File: config.mk
export PLATFORM = sky130hd
export DESIGN_NAME = pc_sequencer
export DESIGN_NICKNAME = d
export VERILOG_FILES = /design/src/rtl/tau_seq_pkg.sv /design/src/rtl/return_stack.sv /design/src/rtl/pc_sequencer.sv
export SDC_FILE = /design/constraint.sdc
export NUM_CORES = 1
export LEC_CHECK = 0
export CAP_MARGIN = 5
export CORE_ASPECT_RATIO = 1.25
export CORE_UTILIZATION = 48
export CTS_BUF_LIST = sky130_fd_sc_hd__clkbuf_8
export DETAILED_ROUTE_END_ITERATION = 10
export PLACE_DENSITY = 0.81
export SETUP_SLACK_MARGIN = 0.15
export SLEW_MARGIN = 20
export SYNTH_ARGS = -nofsm -noshare
export SYNTH_HDL_FRONTEND = slang
export SYNTH_SLANG_ARGS = --single-unit
File: constraint.sdc
create_clock -name clock -period 2.65 [get_ports clock]
set_clock_uncertainty 0.2 [all_clocks]
set_input_delay 0.53 -clock clock [delete_from_list [all_inputs] [get_ports clock]]
set_output_delay 0.53 -clock clock [all_outputs]
set_load 0.01 [all_outputs]
File: src/rtl/tau_seq_pkg.sv
// Shared types and encodings for the program-counter sequencer.
//   seq_state_t : sequencer FSM states
//   op_kind_t   : control-flow kind reported by the execute unit.
//                 The decode unit uses the same encoding.
package tau_seq_pkg;

    localparam int OP_KIND_W = 2;

    typedef enum logic [2:0] {
        S_IDLE    = 3'd0,
        S_VECTOR  = 3'd1,
        S_FETCH   = 3'd2,
        S_EXECUTE = 3'd3,
        S_HALTED  = 3'd4,
        S_FAULT   = 3'd5
    } seq_state_t;

    typedef enum logic [OP_KIND_W-1:0] {
        OP_NEXT   = 2'b00,
        OP_JUMP   = 2'b01,
        OP_CALL   = 2'b10,
        OP_RETURN = 2'b11
    } op_kind_t;

endpackage

File: src/rtl/return_stack.sv
// Parameterised LIFO that holds return addresses.
//   clock, reset : rising-edge clock; synchronous active-high reset clears level only
//   push, data   : write data on top (ignored when full)
//   pop          : discard top entry (ignored when empty)
//   top          : current top entry (zero when empty)
//   full, empty  : occupancy flags
//   level        : number of valid entries
module return_stack #(
    parameter int WIDTH = 16,
    parameter int DEPTH = 4
) (
    input  logic                         clock,
    input  logic                         reset,
    input  logic                         push,
    input  logic                         pop,
    input  logic [WIDTH-1:0]             data,
    output logic [WIDTH-1:0]             top,
    output logic                         full,
    output logic                         empty,
    output logic [$clog2(DEPTH+1)-1:0]   level
);

    localparam int LW = $clog2(DEPTH + 1);
    // Entry index width; at least 1 so DEPTH=1 still has a legal index.
    localparam int IW = (DEPTH > 1) ? $clog2(DEPTH) : 1;

    logic [WIDTH-1:0] mem [DEPTH];
    logic [LW-1:0]    level_q;
    logic [IW-1:0]    wr_idx;
    logic [IW-1:0]    rd_idx;

    assign wr_idx = IW'(level_q);
    assign rd_idx = IW'(level_q - LW'(1));

    assign full  = (level_q == LW'(DEPTH));
    assign empty = (level_q == '0);
    assign level = level_q;
    assign top   = empty ? '0 : mem[rd_idx];

    always_ff @(posedge clock) begin
        if (reset) begin
            level_q <= '0;
        end else if (push && !full) begin
            level_q <= level_q + LW'(1);
        end else if (pop && !empty) begin
            level_q <= level_q - LW'(1);
        end
    end

    // Contents are not reset; only entries below level are ever read.
    always_ff @(posedge clock) begin
        if (!reset && push && !full) begin
            mem[wr_idx] <= data;
        end
    end

endmodule

File: src/rtl/pc_sequencer.sv
// Control FSM that steps the program counter through fetch and execute.
//   clock, reset          : rising-edge clock; synchronous active-high reset
//   run                   : start from IDLE, resume from HALTED
//   mem_ready             : instruction word valid for current PC (FETCH only)
//   exec_done             : execute finished; op_* valid this cycle (EXECUTE only)
//   op_kind, op_halt      : control-flow decision; op_halt overrides op_kind
//   target                : jump/call destination
//   pc_value              : counter output
//   pc_load (active low), pc_enable, pc_address : counter controls, acted on
//                           at the edge that ends the decision cycle
//   ir_load               : one-cycle instruction-register strobe
//   busy, halted, fault   : state flags
//   stack_level           : return-stack occupancy
//   dbg_state             : current FSM state for observation
// Handshake: mem_ready and exec_done are level-qualified requests; the
// sequencer consumes each in the first cycle it is seen high in the owning
// state and ignores it in every other state.
module pc_sequencer
    import tau_seq_pkg::*;
#(
    parameter int                         ADDRESS_WIDTH = 16,
    parameter int                         STACK_DEPTH   = 4,
    parameter logic [ADDRESS_WIDTH-1:0]   RESET_VECTOR  = '0
) (
    input  logic                                clock,
    input  logic                                reset,
    input  logic                                run,
    input  logic                                mem_ready,
    input  logic                                exec_done,
    input  logic [1:0]                          op_kind,
    input  logic                                op_halt,
    input  logic [ADDRESS_WIDTH-1:0]            target,
    input  logic [ADDRESS_WIDTH-1:0]            pc_value,
    output logic                                pc_load,
    output logic                                pc_enable,
    output logic [ADDRESS_WIDTH-1:0]            pc_address,
    output logic                                ir_load,
    output logic                                busy,
    output logic                                halted,
    output logic                                fault,
    output logic [$clog2(STACK_DEPTH+1)-1:0]    stack_level,
    output seq_state_t                          dbg_state
);

    seq_state_t                state, next_state;
    op_kind_t                  kind;
    logic                      push, pop;
    logic                      stk_full, stk_empty;
    logic [ADDRESS_WIDTH-1:0]  stk_top;
    logic [ADDRESS_WIDTH-1:0]  return_addr;

    assign kind        = op_kind_t'(op_kind);
    // Natural wrap: a CALL at the top address returns to 0.
    assign return_addr = pc_value + ADDRESS_WIDTH'(1);

    return_stack #(
        .WIDTH (ADDRESS_WIDTH),
        .DEPTH (STACK_DEPTH)
    ) u_stack (
        .clock (clock),
        .reset (reset),
        .push  (push),
        .pop   (pop),
        .data  (return_addr),
        .top   (stk_top),
        .full  (stk_full),
        .empty (stk_empty),
        .level (stack_level)
    );

    always_ff @(posedge clock) begin
        if (reset) begin
            state <= S_IDLE;
        end else begin
            state <= next_state;
        end
    end

    // Reset gates the decision logic so a concurrent exec_done or run can
    // neither move the PC nor touch the stack.
    always_comb begin
        next_state = state;
        pc_load    = 1'b1;
        pc_enable  = 1'b0;
        pc_address = RESET_VECTOR;
        ir_load    = 1'b0;
        push       = 1'b0;
        pop        = 1'b0;
        if (!reset) begin
            case (state)
                S_IDLE: begin
                    if (run) next_state = S_VECTOR;
                end
                S_VECTOR: begin
                    pc_load    = 1'b0;
                    next_state = S_FETCH;
                end
                S_FETCH: begin
                    if (mem_ready) begin
                        ir_load    = 1'b1;
                        next_state = S_EXECUTE;
                    end
                end
                S_EXECUTE: begin
                    if (exec_done) begin
                        if (op_halt) begin
                            next_state = S_HALTED;
                        end else begin
                            case (kind)
                                OP_NEXT: begin
                                    pc_enable  = 1'b1;
                                    next_state = S_FETCH;
                                end
                                OP_JUMP: begin
                                    pc_load    = 1'b0;
                                    pc_address = target;
                                    next_state = S_FETCH;
                                end
                                OP_CALL: begin
                                    if (stk_full) begin
                                        next_state = S_FAULT;
                                    end else begin
                                        push       = 1'b1;
                                        pc_load    = 1'b0;
                                        pc_address = target;
                                        next_state = S_FETCH;
                                    end
                                end
                                default: begin // OP_RETURN
                                    if (stk_empty) begin
                                        next_state = S_FAULT;
                                    end else begin
                                        pop        = 1'b1;
                                        pc_load    = 1'b0;
                                        pc_address = stk_top;
                                        next_state = S_FETCH;
                                    end
                                end
                            endcase
                        end
                    end
                end
                S_HALTED: begin
                    if (run) begin
                        pc_enable  = 1'b1;
                        next_state = S_FETCH;
                    end
                end
                default: begin // S_FAULT: terminal until reset
                    next_state = S_FAULT;
                end
            endcase
        end
    end

    assign busy      = (state == S_FETCH) || (state == S_EXECUTE);
    assign halted    = (state == S_HALTED);
    assign fault     = (state == S_FAULT);
    assign dbg_state = state;

endmodule

==> run summary <==
Status: finished, violations left
Failing checks: negative setup slack
Mapped Cells: 246
Synth-to-layout area growth: 42.4%
Via density: 5.61
Yosys top cell area share: 0.553
CP Buf/Inv Count: 4
Family with the most delay on the worst path: buffers and inverters
Comb pwr share: 0.159
CP Launch Type: register
# DRC: 0
Yosys warning count: 0
Share of layout cells above drive strength 1: 0.365
Sequential share of the synthesized area: 0.587
Endpoint type of the worst setup path: output port
Clock slew at reported path FFs: 80 ps
Largest net degree at the start of global routing: 21
Starting DRT DRC Count: 251
Maximum clock path buffer count: 2
Top_reg_cell synth: edfxtp_1
CP max stage delay: 360 ps
GR Util All Layers: 0.224
1st-pass router iterations: 4
Least-Margin Pin Slew: 364 ps
Crit-path cells: inv_4, ha_4, a21bo_4, mux2i_4, and2_4, buf_6, buf_6, a22o_1, buf_2
Unrepaired setup endpoints after global routing: true
Crit path max fanout: 3
Post-synth top area cell: edfxtp_1
Post-synth ARST share: 0
Pwr dens: 522 nW/um^2
NetSw: 624 uW
Max Clk Rate: 375 MHz
Hold_ws: 434 ps
WP data required: 1920 ps
Antenna-violating nets left: 0
Worst Path Arrival: 1930 ps
Initial antenna violation count: 0
CP Class: register to output port
Total gr overflow: 0
HPWL Detailed: 5.12 mm
Final core area utilization: 0.710
Int Power: 1960 uW
Initial Util: 0.499
Htree depth: 3
Die Width: 78.1 microns
Core Area: 6980 sq um
Slowest cell on crit path: dfxtp_4
Switch share: 0.241
Minimum clock period after layout: 2660 ps
Fin nets: 406
Die height: 97.2 microns
Hold Crit Class: register to register
Global-route wire length before repair: 12.6 mm
Inserted Diodes: 0
Avg Synthesized Cell Area: 14.1 sq um
Synth area leaders: edfxtp_1 55%, mux4_2 10%, dfxtp_1 3.5%, nor2_1 2.4%, xnor2_1 2.3%
Worst skew pair latency: 340 ps
IO Count: 68
DR WL/cell: 19.2 microns
Setup violators final: 2
Max-slew violations: 0
Peak supply drop: 0.426 mV
Flop pwr share: 0.484
Cts hold-fix bufs: 0
Final WL: 8.71 mm
Pre-CTS setup slack: -528 ps
CTS root buffer: clkbuf_8
Vias: 2549
Relative slew slack: 0.755
Net count after synthesis: 292
Row count: 34
Leakage power: 0.00184 uW
Netlist cell types: 47
Vias in the first global route: 2499
Most common cell on crit path: buf_6
Synth Register Bits: 70
TritonCTS buffer count: 9
Clk pwr share: 0.357
Post-synth EDFFs: 64
Final worst slack: -13.7 ps
Netlist Area Pre-Place: 3480 sq um
Max-Cap Viols: 0
Clk sinks: 70
Final Hold Fails: 0
Final GP Congestion: 0.861
Port bufs: 67
Tcrit/Tclk final: 1.01
Die ar.: 7590 sq um
Clock tree from TritonCTS: built
[tightest hold or removal path, cell delays in order, from the launching register on]
cell and delay, ps:
dfxtp_2 390, nand3b_1 110, a221oi_1 80
[cells in the mapped netlist, types with 2 or more instances]
master / instances
and3_1: 9
o21ai_1: 2
nor2_1: 22
nand4_1: 4
nand3_2: 2
edfxtp_1: 64
nor3b_1: 2
a22o_1: 6
xor2_1: 6
or4_1: 2
inv_1: 7
buf_6: 4
mux4_2: 16
nand2_1: 12
buf_4: 2
o21ai_0: 3
mux2_4: 2
xnor2_1: 9
nand3b_1: 2
inv_2: 2
clkbuf_1: 6
dfxtp_1: 6
a21oi_1: 3
nand3_1: 7
buf_2: 3
ha_1: 6
o2111ai_1: 2
nand2b_1: 2
nor2b_1: 4
a22oi_1: 10
nor3_1: 3
[cells by family (layout without fill, tap and decap cells)]
logic type / Yosys count / after routing / synth area share
and+or+nand+nor: 79 / 79 / 0.128
AOI/OAI and AO/OA: 33 / 33 / 0.0730
muxes: 19 / 19 / 0.115
adders and majority gates: 6 / 6 / 0.0216
xor gates and xnor gates: 15 / 15 / 0.0378
buffers and inverters: 24 / 142 / 0.0378
DFF: 70 / 70 / 0.587
[registers in the layout, summed over array words and instances, names as in the netlist]
name / count
dbg_state: 3
u_stack.level: 3
u_stack.mem: 64
[layout by cell type (no fill, tap or decap), types with 8 or more instances in the layout]
cell / Yosys / routed
nand2_1: 12 / 12
buf_4: 2 / 32
mux4_2: 16 / 16
nor2_1: 22 / 21
clkdlybuf4s50_1: 0 / 40
a22oi_2: 0 / 9
buf_6: 4 / 8
edfxtp_1: 64 / 64
clkbuf_8: 0 / 9
buf_2: 3 / 16
xnor2_1: 9 / 9
[power groups by stage]
stage	clock (uW)	combinational [uW]	sequential (uW)
after floorplan	0	198	1270
after global placement	0	374	1270
after detailed placement	0	384	1270
after CTS	925	407	1250
after global routing	976	446	1260
final	924	413	1250
[path summary, 6_finish.rpt]
check              startpoint                to  slack, ps  cells past startpoint
max reg2reg  u_stack.level[0]  u_stack.level[2]        570                      8
max          u_stack.level[0]     pc_address[1]        -10                      9
min              dbg_state[1]      dbg_state[0]        430                      2
min reg2reg      dbg_state[1]      dbg_state[0]        430                      2
[what timing repair did]
action / in CTS / in global routing
gates cloned: 1 / 2
setup endpoints to repair: 21 / 20
pin swaps: 14 / 3
buffers inserted: 10 / 7
gates resized for setup: 115 / 7
[layout make-up]
type | count | area (sq um)
inverters | 9 | 36.3
clock inverters | 6 | 86.3
well taps | 90 | 113
fillers | 447 | 2020
repair buffers | 118 | 1130
clock buffers | 9 | 124
multi-input cells | 152 | 1420
flip-flops and latches | 70 | 2050
[metrics by stage]
| stage | total power (uW) | area (sq um) | cells | TNS (ps) |
|---|---|---|---|---|
| 4_1_cts | 2580 | 4850 | 445 | 0 |
| 3_3_place_gp | 1640 | 4470 | 419 | -7950 |
| 6_report | 2590 | 4950 | 454 | -20.1 |
| 5_1_grt | 2680 | 4950 | 454 | -496 |
| 3_5_place_dp | 1650 | 4470 | 419 | -8320 |
| 2_1_floorplan | 1470 | 3500 | 246 | 0 |
[routing by layer]
| layer | wire length [microns] | GRT usage | up-vias |
|---|---|---|---|
| li1 | - | - | 1187 |
| met1 | 3370 | 0.262 | 1250 |
| met2 | 4620 | 0.399 | 95 |
| met3 | 511 | 0.0385 | 17 |
| met4 | 204 | 0.0940 | 0 |
| met5 | 0 | 0 | - |
(Power assumes the default switching activity.)
